==> src/rtl/clock_enable_gen.sv <==
// Multi-channel clock-enable generator: per-channel programmable down-counters
// produce one-cycle ticks and 50%-duty square waves from a single system clock.
module clock_enable_gen #(
    parameter int CLK_HZ = 50000000,
    parameter int NCH    = 4,
    parameter int DIV_W  = 26,
    parameter logic [NCH*DIV_W-1:0] DIV_RST = {26'd25000000, 26'd1063830, 26'd65617, 26'd1042}
) (
    input  logic               clk,
    input  logic               rst_n,
    input  logic               en,
    input  logic               sync_clr,
    input  logic               load,
    input  logic [2:0]         load_ch,
    input  logic [DIV_W-1:0]   load_div,
    output logic [NCH-1:0]     tick,
    output logic [NCH-1:0]     sq,
    output logic [NCH-1:0]     busy
);

    // Out-of-range parameters elaborate no extra logic; the guard documents the legal range.
    if (CLK_HZ < 1 || NCH < 1 || NCH > 8) begin : g_bad_params
    end

    // Reload value for a ratio d is max(d,1)-1, so a ratio of 0 behaves like 1.
    function automatic logic [DIV_W-1:0] minus_one(input logic [DIV_W-1:0] d);
        return (d == '0) ? '0 : d - 1'b1;
    endfunction

    for (genvar gi = 0; gi < NCH; gi++) begin : g_ch
        localparam logic [DIV_W-1:0] RST_DIV = DIV_RST[gi*DIV_W +: DIV_W];
        localparam logic [DIV_W-1:0] RST_CNT = (RST_DIV == '0) ? '0 : RST_DIV - 1'b1;

        logic [DIV_W-1:0] div_reg, div_next;
        logic [DIV_W-1:0] cnt_reg, cnt_next;
        logic [DIV_W-1:0] pend_val_reg, pend_val_next;
        logic             pend_reg, pend_next;
        logic             tick_reg, tick_next;
        logic             sq_reg, sq_next;
        logic [DIV_W-1:0] reload_div;
        logic             load_hit;

        always_comb begin
            load_hit      = load && (load_ch == 3'(gi));
            reload_div    = pend_reg ? pend_val_reg : div_reg;
            div_next      = div_reg;
            cnt_next      = cnt_reg;
            pend_next     = pend_reg;
            pend_val_next = pend_val_reg;
            tick_next     = 1'b0;
            sq_next       = sq_reg;

            if (sync_clr) begin
                // A load arriving with the restart is applied straight away.
                if (load_hit) begin
                    reload_div = load_div;
                end
                div_next      = reload_div;
                cnt_next      = minus_one(reload_div);
                pend_next     = 1'b0;
                pend_val_next = load_hit ? load_div : pend_val_reg;
                sq_next       = 1'b0;
            end else begin
                if (en) begin
                    if (cnt_reg == '0) begin
                        tick_next = 1'b1;
                        sq_next   = ~sq_reg;
                        div_next  = reload_div;
                        cnt_next  = minus_one(reload_div);
                        pend_next = 1'b0;
                    end else begin
                        cnt_next = cnt_reg - 1'b1;
                    end
                end
                // A load coinciding with terminal count stays pending for the next one.
                if (load_hit) begin
                    pend_next     = 1'b1;
                    pend_val_next = load_div;
                end
            end
        end

        always_ff @(posedge clk or negedge rst_n) begin
            if (!rst_n) begin
                div_reg      <= RST_DIV;
                cnt_reg      <= RST_CNT;
                pend_val_reg <= '0;
                pend_reg     <= 1'b0;
                tick_reg     <= 1'b0;
                sq_reg       <= 1'b0;
            end else begin
                div_reg      <= div_next;
                cnt_reg      <= cnt_next;
                pend_val_reg <= pend_val_next;
                pend_reg     <= pend_next;
                tick_reg     <= tick_next;
                sq_reg       <= sq_next;
            end
        end

        assign tick[gi] = tick_reg;
        assign sq[gi]   = sq_reg;
        assign busy[gi] = pend_reg;
    end

endmodule

==> config.mk <==
export PLATFORM = sky130hd
export DESIGN_NAME = clock_enable_gen
export DESIGN_NICKNAME = d
export VERILOG_FILES = /design/src/rtl/clock_enable_gen.sv
export SDC_FILE = /design/constraint.sdc
export NUM_CORES = 1
export LEC_CHECK = 0
export ABC_CLOCK_PERIOD_IN_PS = 4000
export CORE_MARGIN = 8
export CORE_UTILIZATION = 55
export CTS_CLUSTER_SIZE = 20
export DETAILED_ROUTE_END_ITERATION = 7
export PLACE_DENSITY = 0.74
export REMOVE_ABC_BUFFERS = 1
export SLEW_MARGIN = 20
export SYNTH_ARGS = -nofsm -noshare
export SYNTH_HDL_FRONTEND = slang
export SYNTH_SLANG_ARGS = --single-unit
==> constraint.sdc <==
create_clock -name clk -period 4 [get_ports clk]
set_clock_uncertainty 0.15 [all_clocks]
set_input_delay 1.2 -clock clk [delete_from_list [all_inputs] [get_ports clk]]
set_output_delay 1.2 -clock clk [all_outputs]
set_load 0.1 [all_outputs]
==> reports/qor.tcl <==
set qor(drt_iter0_drc) 2957
set qor(tritoncts_buffer_count) 40
set qor(share_seq_of_total_power_pct) 34.1
set qor(run_status) {completed}
set qor(vdd_ir_drop_max_mv) 0.388
set qor(antennaDiodeCount) 0
set qor(die-height_um) 228
set qor(layout_min_cycle_time_ps) 3860
set qor(slew_viol_final) 0
set qor(tritoncts) {done}
set qor(slew-limit-headroom_pct) 27.7
set qor(leakagePower_nw) 11.9
set qor(synth-main-ff-cell) {sky130_fd_sc_hd__dfrtp_1}
set qor(fin_cells) 3929
set qor(netlist_top_cells_area) {sky130_fd_sc_hd__dfrtp_1 27%, sky130_fd_sc_hd__nand2_1 8.1%, sky130_fd_sc_hd__mux2i_1 7.2%}
set qor(powerDensity_nw_per_um2) 520
set qor(ioPinCount) 46
set qor(yosys.area_share.xor_xnor_pct) 7.69
set qor(terminating_pin_of_the_worst_hold_path) {g_ch[1].pend_val_reg[16]}
set qor(required_ps) 4320
set qor(path_type_of_the_worst_setup_path) {input port to flip-flop}
set qor(worst-slew-pin-transition_ps) 1080
set qor(finalWorstSetupSlack_ps) 140
set qor(cell_internal_pwr_mw) 9.04
set qor(post-synth-top-count-cell) {sky130_fd_sc_hd__nand2_1}
set qor(synth_top_area_share_pct) 26.5
set qor(yosys-mux-area-fraction_pct) 8.57
set qor(grt_antenna_before_repair) 4
set qor(worst_setup_hold_path_clk_slew_ps) 60
set qor(grt.total_usage_pct) 34.1
set qor(hold_class) {flip-flop to flip-flop}
set qor(grt_overflow) 0
set qor(grt_pass1_vias) 25300
set qor(worst_r2r_startpoint) {g_ch[2].pend_reg}
set qor(finalCritPeriodShare_pct) 96.5
set qor(maximum_number_of_pins_on_one_net_before_global_route_repair) 80
set qor(worst-endpoint-arrival_ps) 4180
set qor(synth_enable_flop_cells) 0
set qor(dp.final_hpwl_mm) 65.7
set qor(place_worst_setup_slack_ps) -446
set qor(row_count) 77
set qor(netSwitchingFraction_pct) 40.2
set qor(hold_violations) 0
set qor(crit-reg2reg-capture) {g_ch[2].cnt_reg[5]}
set qor(cts_hold_repair.buffers) 0
set qor(timing.reg2reg.setup_slack_ps) 210
set qor(synthArstFlopShare_pct) 100
set qor(synthesis.yosys.warnings) 0
set qor(worst_hold_startpoint) {g_ch[1].pend_val_reg[16]}
set qor(clkPwrFrac_pct) 24.5
set qor(start_kind) {input port}
set qor(crit_path_end_kind) {flip-flop}
set qor(synth-simple-area-share_pct) 25.3
set qor(ys_ff_latch) 324
set qor(wirelength_mm) 92.5
set qor(comb_power_share_pct) 41.4
set qor(ant_nets) 0
set qor(detail_route.wl_per_cell_um) 23.5
set qor(clk_path_buf_depth) 3
set qor(final_layout_size_suffix_gt1_share_pct) 17.3
set qor(synth_top_cell_by_area) {sky130_fd_sc_hd__dfrtp_1}
set qor(final_core_util_pct) 65.6
set qor(share_of_synthesized_cell_area_in_full_adder_half_adder_and_majority_cells_pct) 0.810
set qor(portBuffers) 45
set qor(grt_pass1_wl_mm) 144
set qor(maxClockFrequency_ghz) 0.259
set qor(main_combinational_cell_family_by_area_after_synthesis) {simple AND/OR/NAND/NOR gates}
set qor(place.gp.congestion) 0.990
set qor(synth.avg_cell_area_um2) 7.92
set qor(synth_area_um2) 24700
set qor(clock_root_buffer) {sky130_fd_sc_hd__clkbuf_16}
set qor(seq_area_frac_synth_pct) 33.1
set qor(worst_r2r_path_depth) 9
set qor(tritoncts_num_sinks) 324
set qor(maxCapViolCount) 0
set qor(avgViaCountPerCell) 6.63
set qor(core-area_um2) 44300
set qor(vias) 26000
set qor(floorplan.initialDensity_pct) 55.8
set qor(firstDrtPassIters) 8
set qor(worstSkewPairLatency_ps) 590
set qor(placed_cells) 3854
set qor(hold_critical_path_depth) 2
set qor(drc) 0
set qor(area.growth.synth_to_final_pct) 17.5
set qor(chipWidth_um) 228
set qor(setup_viol) 0
set qor(htree_levels) 2
set qor(synthesis.instances) 3123
set qor(critical_path_peak_fanout) 20
set qor(fin_nets) 3355
set qor(fraction_of_the_mapped_netlist_area_in_compound_gates_pct) 20.1
set qor(rsz_0062_raised_after_global_routing) {false}
set qor(synth_cell_type_count) 94
set qor(power.net_switching_mw) 6.08
set qor(die-area_um2) 52000
set qor(yosys-top-cells-count) {532 x sky130_fd_sc_hd__nand2_1, 262 x sky130_fd_sc_hd__dfrtp_1, 260 x sky130_fd_sc_hd__nor2_1, 231 x sky130_fd_sc_hd__o21ai_0, 178 x sky130_fd_sc_hd__mux2i_1}
critical path, cell delays in order:
cell and delay [ps]:
sky130_fd_sc_hd__clkdlybuf4s50_1 480, sky130_fd_sc_hd__buf_4 180, sky130_fd_sc_hd__nand4bb_4 180, sky130_fd_sc_hd__buf_12 170, sky130_fd_sc_hd__buf_4 230, sky130_fd_sc_hd__buf_4 160, sky130_fd_sc_hd__nand2_1 70, sky130_fd_sc_hd__o32ai_1 320
sky130_fd_sc_hd__nand4_1 340, sky130_fd_sc_hd__o41ai_4 340, sky130_fd_sc_hd__buf_12 220, sky130_fd_sc_hd__o22ai_1 110, sky130_fd_sc_hd__o21a_1 130
per-stage QoR:
step | hold slack [ps] | area [µm²] | setup TNS (ps) | power [mW]
5_1_grt | 372 | 29100 | 0 | 15.9
6_report | 341 | 29100 | 0 | 15.1
2_1_floorplan | 295 | 23700 | -274560 | 8.82
3_5_place_dp | 325 | 27800 | -30440 | 11.3
4_1_cts | 344 | 29100 | 0 | 15.0
3_3_place_gp | 312 | 27800 | -21970 | 11.1
how the worst max path moves through the flow:
stage / startpoint / to / slack (ps) / depth (start not counted)
global route: load_ch[1] / g_ch[0].cnt_reg[23] / 10 / 9
finish: load_ch[2] / g_ch[2].cnt_reg[10] / 140 / 13
global placement: load_ch[1] / g_ch[0].cnt_reg[7] / -350 / 11
CTS: load_ch[1] / g_ch[0].cnt_reg[7] / 140 / 11
detailed placement: load_ch[1] / g_ch[0].cnt_reg[7] / -450 / 11
floorplan: load_ch[2] / g_ch[3].cnt_reg[7] / -2810 / 8
cell families after synthesis:
| logic type | count (synthesis) |
|---|---|
| compound gates | 777 |
| xor+xnor | 217 |
| fa+ha+maj | 16 |
| buf+inv | 271 |
| flops | 324 |
| mux | 208 |
| simple gates | 1310 |
layout make-up:
type / count / area [µm²]
clock buffer: 62 / 1200
clock inverter: 12 / 95.1
fill: 3885 / 15300
inverter: 33 / 126
multi-input combinational: 2528 / 15600
sequential: 324 / 8190
tap: 592 / 741
timing repair buffer: 378 / 3150
power by group through the flow:
stage               clock network, mW  logic [mW]  registers [mW]
floorplan                           0        3.91            4.91
finish                           3.70        6.26            5.15
detailed placement                  0        6.09            5.16
CTS                              3.72        6.14            5.12
global route                     3.85        6.79            5.27
global placement                    0        5.95            5.10
layout by cell type, fill, tap and decap left out, types with 12 or more instances in the layout:
master	n
sky130_fd_sc_hd__nand2_1	531
sky130_fd_sc_hd__buf_4	328
sky130_fd_sc_hd__nor2_1	260
sky130_fd_sc_hd__dfrtp_1	258
sky130_fd_sc_hd__o21ai_0	229
sky130_fd_sc_hd__mux2i_1	178
sky130_fd_sc_hd__a21oi_1	165
sky130_fd_sc_hd__nor3_1	118
sky130_fd_sc_hd__xnor2_1	116
sky130_fd_sc_hd__xor2_1	101
sky130_fd_sc_hd__nand3_1	71
sky130_fd_sc_hd__o22ai_1	65
sky130_fd_sc_hd__dfstp_2	62
sky130_fd_sc_hd__nor4_1	52
sky130_fd_sc_hd__o21a_1	42
sky130_fd_sc_hd__clkbuf_16	41
sky130_fd_sc_hd__o211ai_1	40
sky130_fd_sc_hd__a31oi_1	39
sky130_fd_sc_hd__or3_1	37
sky130_fd_sc_hd__nand4_1	36
sky130_fd_sc_hd__o32ai_1	31
sky130_fd_sc_hd__inv_1	30
sky130_fd_sc_hd__mux2_2	30
sky130_fd_sc_hd__clkdlybuf4s50_1	30
sky130_fd_sc_hd__nor3b_1	29
sky130_fd_sc_hd__or4_1	24
sky130_fd_sc_hd__buf_12	18
sky130_fd_sc_hd__and2_1	16
sky130_fd_sc_hd__o22a_1	16
sky130_fd_sc_hd__a211oi_1	16
sky130_fd_sc_hd__nand3b_1	16
sky130_fd_sc_hd__ha_1	16
sky130_fd_sc_hd__nand2b_1	15
sky130_fd_sc_hd__or2_2	14
sky130_fd_sc_hd__nor2b_1	14
sky130_fd_sc_hd__nor4b_1	13
sky130_fd_sc_hd__or3b_2	12
sky130_fd_sc_hd__a21o_1	12
what timing repair did:
item,CTS,global route
setup buffers,0,1
endpoints found under the hold margin,0,0
gates resized for setup,0,2
endpoints found under the setup margin,0,14
layer usage:
| metal | up-vias | share of wire (%) | GRT usage (%) |
|---|---|---|---|
| li1 | 11600 | - | - |
| met1 | 12600 | 40 | 44.8 |
| met2 | 1476 | 44 | 53.0 |
| met3 | 343 | 10 | 6.45 |
| met4 | 4 | 5.6 | 18.3 |
| met5 | - | 0.026 | 0 |
(Power assumes the default switching activity.)
